==> config.mk <==
export PLATFORM = sky130hd
export DESIGN_NAME = prm_edge_walker
export DESIGN_NICKNAME = d
export VERILOG_FILES = /design/src/rtl/prm_pkg.sv /design/src/rtl/prm_edge_step.sv /design/src/rtl/prm_edge_walker.sv
export SDC_FILE = /design/constraint.sdc
export NUM_CORES = 1
export LEC_CHECK = 0
export ABC_AREA = 0
export CELL_PAD_IN_SITES_DETAIL_PLACEMENT = 0
export CELL_PAD_IN_SITES_GLOBAL_PLACEMENT = 2
export CORE_MARGIN = 2
export CORE_UTILIZATION = 34
export CTS_CLUSTER_SIZE = 30
export DETAILED_ROUTE_END_ITERATION = 12
export GPL_TIMING_DRIVEN = 0
export PLACE_DENSITY = 0.88
export SETUP_SLACK_MARGIN = 0.3
export SYNTH_ARGS = -nofsm -noshare
export SYNTH_HDL_FRONTEND = slang
export SYNTH_HIERARCHICAL = 1
export SYNTH_SLANG_ARGS = --single-unit
==> constraint.sdc <==
create_clock -name clk -period 3.4 [get_ports clk]
set_input_delay 1.02 -clock clk [delete_from_list [all_inputs] [get_ports clk]]
set_output_delay 1.02 -clock clk [all_outputs]
set_load 0.02 [all_outputs]
==> src/rtl/prm_pkg.sv <==
// rtl/prm_pkg.sv - shared types and constants for the PRM edge walker
//
// Holds the default joint geometry (NJ joints of JW bits, CW-bit code),
// the joint-index and config-code typedefs, and the walker FSM state enum.
package prm_pkg;

   localparam int NJ = 5;
   localparam int JW = 3;
   localparam int CW = NJ * JW;

   typedef logic [JW-1:0] joint_t;
   typedef logic [CW-1:0] code_t;

   typedef enum logic [1:0] {
      ST_IDLE = 2'd0,
      ST_WALK = 2'd1,
      ST_DONE = 2'd2
   } state_t;

endpackage

==> src/rtl/prm_edge_step.sv <==
// rtl/prm_edge_step.sv - one bin-step of a configuration toward its goal
//
// Purely combinational.
// Ports:
//   cur     in  CW  current configuration code
//   goal    in  CW  goal configuration code
//   nxt     out CW  cur with every unequal joint moved one bin toward goal
//   at_goal out 1   cur equals goal
module prm_edge_step #(
   parameter int  NJ = 5,
   parameter int  JW = 3,
   localparam int CW = NJ * JW
) (
   input  logic [CW-1:0] cur,
   input  logic [CW-1:0] goal,
   output logic [CW-1:0] nxt,
   output logic          at_goal
);

   // Joints only move toward goal, so they stay inside 0..2^JW-1 and never wrap.
   always_comb begin
      nxt = cur;
      for (int j = 0; j < NJ; j++) begin
         if (cur[j*JW +: JW] < goal[j*JW +: JW])
            nxt[j*JW +: JW] = cur[j*JW +: JW] + JW'(1);
         else if (cur[j*JW +: JW] > goal[j*JW +: JW])
            nxt[j*JW +: JW] = cur[j*JW +: JW] - JW'(1);
      end
   end

   assign at_goal = (cur == goal);

endmodule

==> src/rtl/prm_edge_walker.sv <==
// rtl/prm_edge_walker.sv - walks one roadmap edge sample by sample against an obstacle checker
//
// Optional feature macro: PRM_EDGE_EARLY_EXIT_EN (stop walking on the first hit).
// Ports:
//   clk, rst_n                   clock, asynchronous active-low reset
//   in_valid/in_ready            edge request handshake
//   in_start, in_goal, in_id     edge endpoints (CW bits each) and tag
//   chk_code, chk_en             live sample presented to the checker
//   chk_hit                      checker response, combinational from chk_code
//   out_valid/out_ready          result handshake
//   out_id, out_blocked,
//   out_hit_idx, out_nsamp       result fields, stable while out_valid is held
module prm_edge_walker #(
   parameter int  NJ   = 5,
   parameter int  JW   = 3,
   parameter int  ID_W = 8,
   localparam int CW   = NJ * JW
) (
   input  logic            clk,
   input  logic            rst_n,
   input  logic            in_valid,
   output logic            in_ready,
   input  logic [CW-1:0]   in_start,
   input  logic [CW-1:0]   in_goal,
   input  logic [ID_W-1:0] in_id,
   output logic [CW-1:0]   chk_code,
   output logic            chk_en,
   input  logic            chk_hit,
   output logic            out_valid,
   input  logic            out_ready,
   output logic [ID_W-1:0] out_id,
   output logic            out_blocked,
   output logic [2:0]      out_hit_idx,
   output logic [3:0]      out_nsamp
);

   import prm_pkg::*;

   state_t          state;
   state_t          state_nxt;
   logic [CW-1:0]   cur;
   logic [CW-1:0]   goal;
   logic [CW-1:0]   cur_step;
   logic            at_goal;
   logic [ID_W-1:0] id;
   logic            blocked;
   logic [2:0]      hit_idx;
   logic [3:0]      cnt;
   logic            last_samp;

   prm_edge_step #(
      .NJ (NJ),
      .JW (JW)
   ) u_step (
      .cur     (cur),
      .goal    (goal),
      .nxt     (cur_step),
      .at_goal (at_goal)
   );

`ifdef PRM_EDGE_EARLY_EXIT_EN
   assign last_samp = at_goal | chk_hit;
`else
   assign last_samp = at_goal;
`endif

   always_ff @(posedge clk or negedge rst_n) begin
      if (!rst_n)
         state <= ST_IDLE;
      else
         state <= state_nxt;
   end

   always_comb begin
      state_nxt = state;
      case (state)
         ST_IDLE: if (in_valid)  state_nxt = ST_WALK;
         ST_WALK: if (last_samp) state_nxt = ST_DONE;
         ST_DONE: if (out_ready) state_nxt = ST_IDLE;
         default:                state_nxt = ST_IDLE;
      endcase
   end

   always_comb begin
      in_ready  = (state == ST_IDLE);
      chk_en    = (state == ST_WALK);
      out_valid = (state == ST_DONE);
      chk_code  = chk_en ? cur : '0;
   end

   always_ff @(posedge clk or negedge rst_n) begin
      if (!rst_n) begin
         cur     <= '0;
         goal    <= '0;
         id      <= '0;
         blocked <= 1'b0;
         hit_idx <= 3'd0;
         cnt     <= 4'd0;
      end else begin
         case (state)
            ST_IDLE: begin
               if (in_valid) begin
                  cur     <= in_start;
                  goal    <= in_goal;
                  id      <= in_id;
                  blocked <= 1'b0;
                  hit_idx <= 3'd0;
                  cnt     <= 4'd0;
               end
            end
            ST_WALK: begin
               cnt <= cnt + 4'd1;
               // Only the first hit is recorded; cnt is the index of the current sample.
               if (chk_hit && !blocked) begin
                  blocked <= 1'b1;
                  hit_idx <= cnt[2:0];
               end
               if (!at_goal)
                  cur <= cur_step;
            end
            default: ;
         endcase
      end
   end

   assign out_id      = id;
   assign out_blocked = blocked;
   assign out_hit_idx = hit_idx;
   assign out_nsamp   = cnt;

endmodule
# Yosys cells after proc, flatten, opt, wreduce, memory -nomap -nowiden
# Index checks and enable logic that the tools add are counted.
totals:
  elab_cells: 84
  ff_bits: 48
  in_bits: 43
  output_inout_bits: 34
classes:
  reduce_logical: 13
  order_cmp: 10
  n_mux: 26
  n_addsub: 11
  eq_ne: 13
ops:
  columns: ["op", "n"]
  rows:
  - ["$mux W15", 3]
  - ["$mux W3", 12]
  - ["$pmux W15 S2", 1]
  - ["$reduce_and A4 Y1", 5]
  - ["$add A3 B1 Y3 const B", 5]
  - ["$eq A15 B15 Y1", 1]
  - ["$gt A3 B3 Y1", 5]
  - ["$lt A3 B3 Y1", 5]
  - ["$ne A3 B1 Y1 const B", 5]
  - ["$sub A3 B1 Y3 const B", 5]
  - ["$pmux W4 S2", 1]
  - ["$mux W2", 3]
  - ["$ne A2 B1 Y1 const B", 3]
  - ["$pmux W2 S3", 1]
  - ["$pmux W3 S2", 1]
  - ["$reduce_and A3 Y1", 2]
  - ["$add A4 B1 Y4 const B", 1]
  - ["$mux W4", 1]
  - ["$ne A2 B2 Y1 const B", 2]
  - ["$reduce_and A2 Y1", 2]
  - ["$eq A2 B1 Y1 const B", 1]
  - ["$eq A2 B2 Y1 const B", 1]
  - ["$logic_not A2 Y1", 1]
  - ["$mux W1", 2]
  - ["4 further kinds", 4]

# Longest topological paths before layout
logic_depth:
  ltp_word: 5
  depth_mapped: 9
  ltp_nobuf: 8

# Cells and area by module
# The synthesis kept the hierarchy.
by_module_without_submodules:
  columns: ["mod", "cells_each", "instances", "area_each_um2", "seq_area_each_um2"]
  rows:
  - ["prm_edge_walker", 153, 1, 2150.8, 1201.2]
  - ["prm_edge_step", 112, 1, 850.8, 0.0]

# Least setup slack after synthesis
# Ideal clock, no wire load.
synth_path:
  path_kind: "register to output"
  start: "register state[1]"
  end: "output port chk_code[10]"
  arrival_ns: 1.424
  slack_ns: 0.956
  path_stages_with_launch: 6
  path_cell_list: "dfrtp_1 nand2b_4 inv_4 buf_6 clkbuf_1 and2_1"
synth_via:
  elab_chain_len: 2
synth_rtl:
  columns: ["element", "line_no", "source"]
  rows:
  - ["from (decl)", "prm_edge_walker.sv:39", "state_t state;"]
  - ["from (signal assigned)", "prm_edge_walker.sv:71", "state <= state_nxt;"]
  - ["$eq A2 B1 Y1", "prm_edge_walker.sv:86", "chk_en = (state == ST_WALK);"]
  - ["net chk_en", "prm_edge_walker.sv:27", "output logic chk_en,"]
  - ["$mux W15", "prm_edge_walker.sv:88", "chk_code = chk_en ? cur : '0;"]
  - ["to (decl)", "prm_edge_walker.sv:26", "output logic [CW-1:0] chk_code,"]
# The timed path passes the listed nets, and every way through them passes these cells.

# Worst setup path in the final report
layout_path:
  start: "register state[1]"
  end: "output port chk_code[5]"
layout_via:
  elab_chain_len: 2
layout_rtl:
  columns: ["element", "line_no"]
  rows:
  - ["$eq A2 B1 Y1", "prm_edge_walker.sv:86"]
  - ["$mux W15", "prm_edge_walker.sv:88"]
# No other way between the ends.

==> results summary <==
The number of slew-limit violations in the final report was 0. The hold violation count in the final report is 0. The category of the most critical setup path is register to output port. The horizontal die dimension came out at 97.96 um. The count of port buffers added during placement came out at 76. The area of all placed cells without fillers is 4026 sq um. The number of flops mapped to enable cells by yosys is 0. The clock tree buffer depth is 2. The analysis attributes to cell leakage a power of 1.833 nW. The die is 97.96 um tall. The number of post-CTS setup repair buffers came out at 0.

The highest ir drop seen on vdd is 0.0002994 V. For this run, the leading register cell type out of synthesis is sky130_fd_sc_hd__dfrtp_1. TritonCTS built the clock tree. The number of levels in the clock H-tree is 2. The maximum achievable frequency came out at 334.2 MHz. In this run the core area contains 34 standard-cell rows. The number of hold-repair buffers added at the cts stage came out at 0. Once detail routing completed, the nets flagged for antenna violations numbered 0. The post-synthesis sequential element count is 48. The kind of start point of the critical path is a register. The number of distinct library cell variants in the gate-level netlist after synthesis is 37. The minimum clock period came out at 2992 ps. Of the cells placed in the final design, the portion with a size suffix greater than 1 is 22.86%. CTS saw 48 sinks. The flow ran to the end, and the final reports show no timing, DRC or antenna violations. The summed negative setup slack over all endpoints is 0 ps. The starting density of the core came out at 34.76%. The maximum clock skew at final layout came out at 6.005 ps. The number of nets in the synthesized netlist came out at 334.

The clock-pin transition on the worst setup and hold timing paths is 100 ps. The first global-routing pass estimated 11160 um of wire. The number of search-and-repair iterations in the first detailed-routing pass is 4.

The aggregate global routing overflow came out at 0. At the worst endpoint, the arrival time is 1970 ps. For this design the top-level I/O count stands at 77. The total track usage came out at 14.32%.

The net count of the finished layout is 418. The placed wire-length estimate came out at 4918 um. After detailed placement, the total cell area comes to 3913 sq um. The pin count of the biggest net entering global routing came out at 27. The area of the die is 9596 sq um.

The transition at the pin with the smallest max-transition slack is 589.2 ps. The number of antenna cells inserted came out at 0. The number of global-route vias before repair came out at 2259.

The area growth from synthesis to layout came out at 34.14%. For this block, the via count after detailed routing is 2171. The final-layout fill cell count came out at 813. The final weighted congestion in routability-driven placement is 0.7586. The power per unit of standard cell area is 777.8 nW/um^2. Setup violations remaining at the end of the flow were counted as 0. The number of cells produced by synthesis came out at 265. In this run the worst path has a maximum fanout of 10.

The ratio of final minimum period to clock period is 88.00%. Setup repair after global routing could not meet its margin everywhere. The library cell used most frequently in the layout, excluding fill and tap cells, is sky130_fd_sc_hd__clkdlybuf4s50_1.

The TritonCTS buffer count is 5. The critical path data required time came out at 2380 ps. Leaving out fill and tap cells, the most frequent cells in the layout are sky130_fd_sc_hd__clkdlybuf4s50_1 (63), sky130_fd_sc_hd__mux2_2 (50), sky130_fd_sc_hd__dfrtp_1 (48). The core region is 8636 sq um.

The tree is rooted in a sky130_fd_sc_hd__clkbuf_8. The relative slew slack is 60.72%. The number of DRC markers in iteration 0 came out at 49.

The average routed wire per standard cell came out at 14.29 um. For this run, asynchronously set or reset flops after synthesis account for 100.0%. The final wirelength came out at 6544 um. The max-cap violation count came out at 0.

The number of design rule violations left after detail routing is 0. The proportion of synthesized chip area in sequential cells came out at 40.02%. The initial antenna violation count was 0. The clock network latency to the later pin of the worst-skew pair came out at 300 ps.

A synthesized cell averages 11.33 sq um. The worst setup path is captured at an output port. The count of warnings emitted by yosys came out at 6. The average vias per placed instance came out at 4.740. In this run the cell area of the synthesized design comes to 3002 sq um.

The tightest min-delay check is of the register to register type.
[report_power, final]
part	internal, mW	leakage, nW	switching (mW)
Sequential	0.732	0.589	0.180
Clock	0.218	0.0541	0.204
Combinational	0.997	1.19	0.800
[worst paths after layout]
path                                      from              to  slack, ps  cells past startpoint
worst max-delay path                  state[1]     chk_code[5]        410                      5
worst min-delay path            out_hit_idx[0]  out_hit_idx[0]        500                      1
worst max register to register          cur[9]          cur[5]        950                      9
worst min register to register  out_hit_idx[0]  out_hit_idx[0]        500                      1
max in group asynchronous                rst_n         cur[10]       2150                      2
min in group asynchronous                rst_n       out_id[2]        710                      1
[layout make-up]
type,instances,area [sq um],share of cell area [%]
Inverter,23,88.84,2.206
Buffer,7,56.30,1.398
Multi-Input combinational cell,187,1659,41.21
Clock inverter,3,42.54,1.057
Tap cell,108,135.1,3.356
Sequential cell,48,1201,29.83
Clock buffer,5,68.82,1.709
Timing Repair Buffer,77,774.5,19.24
[cells by family after synthesis]
kind of cell             count (synthesis)  share of synthesized area, %
XOR/XNOR                                12                         3.501
AND/OR/NAND/NOR                         63                         12.34
adder cells (fa/ha/maj)                 26                         10.84
AO/OA/AOI/OAI                           25                         6.045
buffers and inverters                   30                         4.710
multiplexers                            61                         22.55
flip-flops                              48                         40.02
[metrics by stage]
step / std cells / util, % / hold WS [ps] / power, mW / setup slack (ps)
floorplan: 265 / - / 480.6 / 2.233 / 955.6
detailed placement: 450 / 45.31 / 481.3 / 2.778 / 167.0
global route: 458 / 46.62 / 541.0 / 3.423 / 291.1
CTS: 458 / 46.51 / 513.5 / 3.180 / 357.5
finish: 458 / 46.62 / 503.3 / 3.132 / 407.9
global placement: 449 / 45.13 / 488.7 / 2.734 / -216.5
[worst max-delay path, stage by stage (launching register included)]
cell                              delay (ps)
sky130_fd_sc_hd__dfrtp_1                 470
sky130_fd_sc_hd__nand2b_4                210
sky130_fd_sc_hd__inv_4                   110
sky130_fd_sc_hd__buf_6                   150
sky130_fd_sc_hd__and2_1                  130
sky130_fd_sc_hd__clkdlybuf4s50_1         600
[cell usage after synthesis, types with 2 or more instances]
| library cell | instances | area (sq um) |
|---|---|---|
| sky130_fd_sc_hd__buf_2 | 3 | 15.01 |
| sky130_fd_sc_hd__nand3_1 | 2 | 10.01 |
| sky130_fd_sc_hd__o21ai_0 | 2 | 10.01 |
| sky130_fd_sc_hd__and2_1 | 17 | 106.4 |
| sky130_fd_sc_hd__buf_6 | 3 | 33.78 |
| sky130_fd_sc_hd__dfrtp_1 | 48 | 1201 |
| sky130_fd_sc_hd__xor2_1 | 2 | 17.52 |
| sky130_fd_sc_hd__and3_1 | 2 | 12.51 |
| sky130_fd_sc_hd__nor2_1 | 8 | 30.03 |
| sky130_fd_sc_hd__a21oi_2 | 4 | 35.03 |
| sky130_fd_sc_hd__mux2_1 | 3 | 33.78 |
| sky130_fd_sc_hd__nand3_2 | 3 | 30.03 |
| sky130_fd_sc_hd__ha_1 | 26 | 325.3 |
| sky130_fd_sc_hd__mux2_2 | 50 | 563.0 |
| sky130_fd_sc_hd__nand3b_1 | 4 | 30.03 |
| sky130_fd_sc_hd__and2_0 | 2 | 12.51 |
| sky130_fd_sc_hd__nor2b_1 | 2 | 12.51 |
| sky130_fd_sc_hd__nand2b_1 | 3 | 18.77 |
| sky130_fd_sc_hd__a22o_1 | 4 | 35.03 |
| sky130_fd_sc_hd__nand2_1 | 14 | 52.55 |
| sky130_fd_sc_hd__a21oi_1 | 8 | 40.04 |
| sky130_fd_sc_hd__xnor2_1 | 10 | 87.58 |
| sky130_fd_sc_hd__o21ai_2 | 2 | 17.52 |
| sky130_fd_sc_hd__and2b_1 | 2 | 15.01 |
| sky130_fd_sc_hd__inv_1 | 22 | 82.58 |
| sky130_fd_sc_hd__mux2i_1 | 8 | 80.08 |
[flip-flops by register name, indices dropped and copies added (netlist names)]
register,count
out_blocked,1
goal,15
out_hit_idx,3
cur,15
state,2
out_id,8
out_nsamp,4
[timing repair]
| action | CTS | global route |
|---|---|---|
| hold endpoints to repair | 0 | 0 |
| gates resized for setup | 11 | 5 |
| endpoints found under the setup margin | 9 | 5 |
[per-layer routing]
layer | global-route usage (%) | vias up | routed length, um
met1 | 19.58 | 1038 | 3143
met3 | 4.223 | 5 | 398
met5 | 0 | - | 0
li1 | - | 1073 | -
met2 | 22.39 | 55 | 2939
met4 | 3.526 | 0 | 63
Power figures use the tool's default switching activity.
